==> config.mk <==
export PLATFORM = sky130hd
export DESIGN_NAME = seg_scan_mux_flat
export DESIGN_NICKNAME = d
export VERILOG_FILES = /design/src/rtl/seg_scan_mux_if.sv /design/src/rtl/seg_scan_mux.sv /design/src/flat_wrapper.sv
export SDC_FILE = /design/constraint.sdc
export NUM_CORES = 1
export LEC_CHECK = 0
export ABC_AREA = 1
export CAP_MARGIN = 30
export CORE_ASPECT_RATIO = 0.75
export CORE_MARGIN = 2
export CORE_UTILIZATION = 30
export CTS_BUF_LIST = sky130_fd_sc_hd__clkbuf_2
export DETAILED_ROUTE_END_ITERATION = 8
export GPL_TIMING_DRIVEN = 0
export MAX_ROUTING_LAYER = met4
export SLEW_MARGIN = 30
export SYNTH_ARGS = -nofsm -noshare
export SYNTH_HDL_FRONTEND = slang
export SYNTH_SLANG_ARGS = --single-unit
==> constraint.sdc <==
create_clock -name CLK -period 4.05 [get_ports CLK]
set_input_delay 0.6075 -clock CLK [delete_from_list [all_inputs] [get_ports CLK]]
set_output_delay 0.6075 -clock CLK [all_outputs]
set_load 0.05 [all_outputs]
==> src/rtl/seg_scan_mux_if.sv <==
// Bundle for the seg_scan_mux digit write port and display drive outputs.
// The master side writes digit registers; the slave side (the driver) owns the display outputs.
interface seg_scan_mux_if #(
  parameter int DIGITS = 8
);
  localparam int AW = $clog2(DIGITS);

  logic              WR_EN;
  logic [AW-1:0]     WR_ADDR;
  logic [4:0]        WR_DATA;
  logic              a, b, c, d, e, f, g;
  logic [DIGITS-1:0] COM;
  logic [AW-1:0]     SCAN_IDX;

  modport master (
    output WR_EN, WR_ADDR, WR_DATA,
    input  a, b, c, d, e, f, g, COM, SCAN_IDX
  );

  modport slave (
    input  WR_EN, WR_ADDR, WR_DATA,
    output a, b, c, d, e, f, g, COM, SCAN_IDX
  );
endinterface

==> src/rtl/seg_scan_mux.sv <==
// Multiplexed N-digit hex 7-segment driver: per-digit {blank,hex} registers, scanned over an active-low COM bus.
// Optional leading-zero blanking is compiled in when SEG_LZB_EN is defined.
module seg_scan_mux #(
  parameter int DIGITS   = 8,
  parameter int SCAN_DIV = 1000
) (
  input logic           CLK,
  input logic           RST,
  seg_scan_mux_if.slave bus
);
  localparam int         AW    = $clog2(DIGITS);
  localparam int         PW    = $clog2(SCAN_DIV);
  localparam logic [4:0] BLANK = 5'b10000;

  logic [4:0]        ent_q [DIGITS];
  logic [PW-1:0]     presc_q, presc_d;
  logic [AW-1:0]     idx_q, idx_d;
  logic [6:0]        seg_q, seg_d;
  logic [DIGITS-1:0] com_q, com_d;
  logic [4:0]        cur_ent;
  logic              cur_dark;
  logic              term;
  logic              wr_ok;

  function automatic logic [6:0] hex2seg(input logic [3:0] h);
    logic [6:0] s;
    case (h)
      4'h0:    s = 7'b1111110;
      4'h1:    s = 7'b0110000;
      4'h2:    s = 7'b1101101;
      4'h3:    s = 7'b1111001;
      4'h4:    s = 7'b0110011;
      4'h5:    s = 7'b1011011;
      4'h6:    s = 7'b1011111;
      4'h7:    s = 7'b1110000;
      4'h8:    s = 7'b1111111;
      4'h9:    s = 7'b1111011;
      4'hA:    s = 7'b1110111;
      4'hB:    s = 7'b0011111;
      4'hC:    s = 7'b1001110;
      4'hD:    s = 7'b0111101;
      4'hE:    s = 7'b1001111;
      default: s = 7'b1000111;
    endcase
    return s;
  endfunction

  assign wr_ok = bus.WR_EN && ({1'b0, bus.WR_ADDR} < (AW + 1)'(DIGITS));

  always_ff @(posedge CLK or posedge RST) begin
    if (RST) begin
      for (int i = 0; i < DIGITS; i++) ent_q[i] <= BLANK;
    end else if (wr_ok) begin
      ent_q[bus.WR_ADDR] <= bus.WR_DATA;
    end
  end

  assign term = (presc_q == PW'(SCAN_DIV - 1));

  always_comb begin
    presc_d = term ? '0 : presc_q + 1'b1;
    idx_d   = idx_q;
    if (term) idx_d = (idx_q == AW'(DIGITS - 1)) ? '0 : idx_q + 1'b1;
  end

  assign cur_ent = ent_q[idx_q];

`ifdef SEG_LZB_EN
  // A zero is suppressed while every more-significant digit is zero or blank; digit 0 always shows.
  logic [DIGITS-1:0] sup;
  always_comb begin : lzb_scan
    logic hi_zero;
    hi_zero = 1'b1;
    sup     = '0;
    for (int i = DIGITS - 1; i >= 1; i--) begin
      sup[i]  = hi_zero && (ent_q[i][3:0] == 4'h0);
      hi_zero = hi_zero && (ent_q[i][4] || (ent_q[i][3:0] == 4'h0));
    end
  end
  assign cur_dark = cur_ent[4] | sup[idx_q];
`else
  assign cur_dark = cur_ent[4];
`endif

  // Slot cycle 0 is a dead cycle; a dark digit never pulls its COM line low.
  always_comb begin
    seg_d = '0;
    com_d = '1;
    if ((presc_q != '0) && !cur_dark) seg_d = hex2seg(cur_ent[3:0]);
    if (seg_d != '0) com_d[idx_q] = 1'b0;
  end

  always_ff @(posedge CLK or posedge RST) begin
    if (RST) begin
      presc_q <= '0;
      idx_q   <= '0;
      seg_q   <= '0;
      com_q   <= '1;
    end else begin
      presc_q <= presc_d;
      idx_q   <= idx_d;
      seg_q   <= seg_d;
      com_q   <= com_d;
    end
  end

  assign {bus.a, bus.b, bus.c, bus.d, bus.e, bus.f, bus.g} = seg_q;
  assign bus.COM      = com_q;
  assign bus.SCAN_IDX = idx_q;
endmodule

==> src/flat_wrapper.sv <==
// flat-port wrapper written by rule: the top's interface ports become plain ports
module seg_scan_mux_flat 
#(
  parameter int DIGITS   = 8,
  parameter int SCAN_DIV = 1000
)
  (CLK, RST, bus_WR_EN, bus_WR_ADDR, bus_WR_DATA, bus_a, bus_b, bus_c, bus_d, bus_e, bus_f, bus_g, bus_COM, bus_SCAN_IDX);
  seg_scan_mux_if #(.DIGITS(DIGITS)) bus_i ();
  input logic CLK;
  input logic RST;
  input wire logic [$bits(bus_i.WR_EN)-1:0] bus_WR_EN;
  input wire logic [$bits(bus_i.WR_ADDR)-1:0] bus_WR_ADDR;
  input wire logic [$bits(bus_i.WR_DATA)-1:0] bus_WR_DATA;
  output wire logic [$bits(bus_i.a)-1:0] bus_a;
  output wire logic [$bits(bus_i.b)-1:0] bus_b;
  output wire logic [$bits(bus_i.c)-1:0] bus_c;
  output wire logic [$bits(bus_i.d)-1:0] bus_d;
  output wire logic [$bits(bus_i.e)-1:0] bus_e;
  output wire logic [$bits(bus_i.f)-1:0] bus_f;
  output wire logic [$bits(bus_i.g)-1:0] bus_g;
  output wire logic [$bits(bus_i.COM)-1:0] bus_COM;
  output wire logic [$bits(bus_i.SCAN_IDX)-1:0] bus_SCAN_IDX;
  assign bus_i.WR_EN = bus_WR_EN;
  assign bus_i.WR_ADDR = bus_WR_ADDR;
  assign bus_i.WR_DATA = bus_WR_DATA;
  assign bus_a = bus_i.a;
  assign bus_b = bus_i.b;
  assign bus_c = bus_i.c;
  assign bus_d = bus_i.d;
  assign bus_e = bus_i.e;
  assign bus_f = bus_i.f;
  assign bus_g = bus_i.g;
  assign bus_COM = bus_i.COM;
  assign bus_SCAN_IDX = bus_i.SCAN_IDX;
  seg_scan_mux #(.DIGITS(DIGITS), .SCAN_DIV(SCAN_DIV)) u_core (.CLK(CLK), .RST(RST), .bus(bus_i));
endmodule
# Word level (Yosys, flattened, before mapping)
# Memory sizes are Yosys's and may differ from the RTL's.
# Cells that the tools add are included.
# Widths: inputs -> output; s select.
# classes
muxes,12
n_lt_le_gt_ge,5
n_eq_ne,2
n_reduce_logical,6
n_addsub,2
bitwise,3
# op_table
cell,count
$bwmux 40,1
$bmux 5 s3,1
$demux 5 s3,1
$mux 5,3
$add 10x1->10 const B,1
$eq 10x10->1 const B,1
$mux 10,1
$reduce_bool 10->1,1
$ge 4x4->1 const B,2
$mux 8,1
$not 3->4,2
$not 8->8,1
$mux 7,1
$reduce_bool 7->1,1
$lt 3x4->1 const B,1
$lt 4x1->1 const B,1
$add 3x1->3 const B,1
$demux 1 s3,1
$eq 3x3->1 const B,1
$ge 3x1->1 const B,1
$logic_and 1x1->1,3
$mux 3,1
$logic_not 1->1,1
$mux 1,1
# word_totals
elab_cells,43
reg_bits,68
memories,1
output_inout_bits,18
mem_bits_ro,112
# mem_list
name,words,width,read_ports,rd_clocked_by_memory_dff,write_ports,line,source
(no name shown),16,7,1,0,0,seg_scan_mux.sv:27,case (h)

# Logic depth before layout (Yosys ltp)
# Gate-level depths: netlist of the first run.
# logic_depth
word_depth,9
mapped_depth,16
ltp_nobuf,14

# Worst setup path before layout of the first run
# OpenSTA, ideal clock, no wires.
# synth_timing
kind,register to register
startpoint,"register u_core.idx_q[0], in the netlist u_core.bus.SCAN_IDX[0]"
endpoint,register u_core.seg_q[3]
path_slack_ns,1.890
period_less_slack_ns,2.160
path_buffers,2
stages_incl_launch_ff,15
arrival_ns,2.040
setup_time_ns,0.120
path_cell_list,dfrtp_1 -> buf_6 -> buf_2 -> nand2_1 -> nand2_1 -> nand2_1 -> nand2_1 -> nand2_1 -> nand2_1 -> inv_1 -> ha_1 -> nand2_1 -> nand3_1 -> nand2_2 -> nor2_2
# synth_via
elab_chain_len,7
word_cells_on_any_way,8
classes_between,mux (4); bitwise (1); reduce/logical (2); memory (1)
# synth_rtl
item,line,source
from (decl),seg_scan_mux.sv:17,"logic [AW-1:0] idx_q, idx_d;"
from (signal assigned),seg_scan_mux.sv:101,idx_q <= idx_d;
$not 3->4 (implied by the code) *,seg_scan_mux.sv:66,assign cur_ent = ent_q[idx_q];
$bmux 5 s3 *,seg_scan_mux.sv:66,
$mux 5 (implied by the code) * (2 in a row),seg_scan_mux.sv:66,
branches (longest 2 deep; another with $mem_v2 16x7),--,
$mux 7 *,seg_scan_mux.sv:89,if ((presc_q != '0) && !cur_dark) seg_d = hex2seg(cur_ent[3:0]);
net u_core.seg_d[3],seg_scan_mux.sv:18,"logic [6:0] seg_q, seg_d;"
to (signal assigned),seg_scan_mux.sv:102,seg_q <= seg_d;
to (decl),seg_scan_mux.sv:18,
# Mark *: on every way through the listed nets, which the timed path passes. The select of a mux whose other input is x is not followed.
# A chain may end at the register's enable or synchronous reset.

# Final worst setup path of the first run
# layout_timing
startpoint,"register u_core.com_q[0], in the netlist u_core.bus.COM[0]"
endpoint,output port bus_COM[0]
# layout_rtl
item,line,source
from (decl),seg_scan_mux.sv:19,"logic [DIGITS-1:0] com_q, com_d;"
from (signal assigned),seg_scan_mux.sv:103,com_q <= com_d;
to (decl),flat_wrapper.sv:21,output wire logic [$bits(bus_i.COM)-1:0] bus_COM;
# No word-level cell between the ends.

==> results.json, run 1 <==
{
  "gr-max-usage-layer": "met2",
  "yosysTopAreaCellShare_pct": 37.9,
  "syn_area_per_cell_um2": 8.02,
  "cts_root_buf": "clkbuf_2",
  "drt-initial-drc-count": 310,
  "slew_headroom_pct": 50.9,
  "yosys.area.top_type": "dfrtp_1",
  "wl_per_cell_um": 12.6,
  "ys_seq_elements": 68,
  "worstMarginPinSlew_ps": 732,
  "grt_pass1_wl_mm": 13.1,
  "arrival_ps": 1840,
  "status": "finished, final reports clean",
  "post_cts_buffers": 0,
  "initial_core_util_pct": 31.1,
  "final_hold_viol_count": 0,
  "clockBufferDepth": 2,
  "peakVddDrop_v": 0.000170,
  "antennaDiodeCount": 0,
  "die_area_um2": 12300,
  "finClkSkew_ps": 26.9,
  "cp_num_buf_inv": 1,
  "maxSlewViolCount": 0,
  "min_period_ps": 2450,
  "cts_resized": 0,
  "clock_sinks": 68,
  "drv_cap": 0,
  "final_antenna_net_count": 0,
  "worst-path-max-fanout": 1,
  "synth_fp_nets": 450,
  "grt_use_met2_pct": 20.0,
  "io-pin-count": 29,
  "final_cell_area_um2": 3990,
  "io_buffers": 28,
  "fin_nets": 490,
  "hold_path_class": "primary input to asynchronous set/reset pin",
  "cts_buffers": 9,
  "finalWorstSetupSlack_ps": 1600,
  "cts_hold_buf": 0,
  "dieHeight_um": 96.6,
  "rsz0062_at_grt": "no",
  "setup_viol": 0,
  "crit_path_top_delay_cell": "clkdlybuf4s50_1",
  "die_x_um": 127,
  "path_clk_slew_ps": 190,
  "stdcell_count": 613,
  "wl_mm": 7.72,
  "cp-end-kind": "output port",
  "drive_gt1_share_pct": 13.3,
  "synthTopCellsByArea": "dfrtp_1, nand2_1, dfstp_2",
  "cpLargestDelayFamily": "buffers and inverters",
  "final.setup.tns_ps": 0,
  "syn_inst": 428,
  "crit_chain": "clkdlybuf4s50_1",
  "placed_area_um2": 3920,
  "syn_area_um2": 3430,
  "startpoint_type": "flop",
  "drt_first_pass_iters": 5,
  "vias": 2792,
  "clock_latency_ps": 510,
  "ys_warn_count": 0,
  "fmax_ghz": 0.408,
  "cts_tree": "done",
  "power_density_nw_per_um2": 400,
  "rows": 33,
  "final_util_pct": 36.2,
  "met1_usage_pct": 19.5,
  "worstReg2RegEnd": "u_core.seg_q[5]",
  "use_met3_pct": 4.48,
  "p_leak_nw": 1.98,
  "critPathKind": "flop to output port",
  "min_period_over_period_pct": 60.5,
  "overflow": 0,
  "worstRegToRegCells": 13,
  "place_ws_ps": 1890,
  "required_ps": 3440,
  "slowest_delay_ps": 790,
  "placedCellCount": 597,
  "syn2layout_area_growth_pct": 16.4,
  "grt_pass1_vias": 2592,
  "antenna_found_initial": 0,
  "place_congestion": 0.826,
  "r2r_slack_ps": 1880,
  "drcViolationCount": 0,
  "synth-seq-area-share_pct": 50.2,
  "grt_max_degree": 51,
  "track_usage_pct": 14.0,
  "dp_hpwl_mm": 5.51,
  "htreeDepth": 3,
  "ys_types": 30,
  "via_per_inst": 4.55,
  "core_um2": 11000,
  "r2r-start": "u_core.bus.SCAN_IDX[0]"
}
[how the worst max path moves through the flow]
stage | start | to | slack [ps] | cells past startpoint
floorplan | RST | u_core.bus.SCAN_IDX[0] | 1760 | 1
global placement | RST | u_core.ent_q[2] | 620 | 2
detailed placement | bus_WR_ADDR[1] | u_core.ent_q[0] | 1890 | 4
CTS | u_core.bus.COM[0] | bus_COM[0] | 1540 | 1
global route | u_core.bus.SCAN_IDX[1] | bus_SCAN_IDX[1] | 1510 | 1
finish | u_core.bus.COM[0] | bus_COM[0] | 1600 | 1
[metal layers]
layer	wire (um)	vias to the layer above
met3	458	9
li1	-	1424
met5	0	-
met1	3890	1287
met4	72	0
met2	3310	72
[kinds of logic after synthesis]
group	Yosys count	share of synthesized area, %
flip-flops	68	50.2
AO/OA/AOI/OAI	61	9.12
buffers and inverters	62	8.57
AND/OR/NAND/NOR	226	28.1
adder cells (fa/ha/maj)	11	4.01
[where the power goes]
part | leakage [nW] | switching, mW | internal [mW]
clock network | 0.0613 | 0.232 | 0.0905
registers | 0.816 | 0.0464 | 0.791
logic | 1.11 | 0.282 | 0.155
total | 1.98 | 0.560 | 1.04
[through the flow]
stage                     hold WS [ps]  power (mW)
after floorplan                    453        1.16
after global placement             466        1.27
after detailed placement           473        1.29
after CTS                          317        1.61
after global routing               326        1.71
final                              355        1.60
[sequential cells by signal, indices dropped and copies added, names as in the netlist]
| name | cells |
|---|---|
| u_core.seg_q | 7 |
| u_core.ent_q | 40 |
| u_core.presc_q | 10 |
| u_core.bus.SCAN_IDX | 3 |
| u_core.bus.COM | 8 |
[cell usage in the layout, fill, tap and decap left out, types with 4 or more instances in the layout]
cell and count:
dfrtp_1 52, nand2_2 5, inv_2 6, buf_6 5, nor3_1 9, o21ai_0 42
dfstp_2 16, nand2_1 151, ha_1 11, a21oi_1 12, o21ai_1 4, nor2_1 28
clkdlybuf4s50_1 28, nand3_1 22, inv_1 44, clkbuf_2 14
[cells in the mapped netlist]
cell      instances
a211oi_1          1
a21oi_1          12
a21oi_2           1
a31oi_1           1
and3_1            1
buf_2             2
buf_4             2
buf_6             5
buf_8             1
dfrtp_1          52
dfstp_2          16
ha_1             11
inv_1            45
inv_2             6
inv_4             1
nand2_1         151
nand2_2           5
nand2_4           1
nand3_1          22
nand3_2           1
nand4_1           1
nor2_1           28
nor2_2            2
nor2_4            2
nor2_8            1
nor3_1            9
nor3_2            1
nor3b_1           1
o21ai_0          42
o21ai_1           4
[layout make-up]
class	instances	area, um2
inverter	52	200
timing repair buffer	29	308
tap	140	175
buffer	10	96.3
fill	1154	7030
multi-input combinational	298	1420
clock inverter	2	7.51
sequential	68	1720
clock buffer	14	70.1
No activity file was read; power rests on OpenSTA's default activity.
==> run 2: changes to the inputs <==
==> constraint.sdc (replaced) <==
create_clock -name CLK -period 2.5 [get_ports CLK]
set_input_delay 0.375 -clock CLK [delete_from_list [all_inputs] [get_ports CLK]]
set_output_delay 0.375 -clock CLK [all_outputs]
set_load 0.05 [all_outputs]
==> results of run 2 <==
Same layout as run 1 (identical final DEF). Status: finished, final reports clean.
Main changes from that run: setup slack after placement 1890 ps -> 357 ps; setup slack after layout 1600 ps -> 281 ps; hold slack 355 ps -> 123 ps; register-to-register setup slack 1880 ps -> 330 ps; total power 1.60 mW -> 2.59 mW; worst IR drop on VDD 0.000170 V -> 0.000275 V
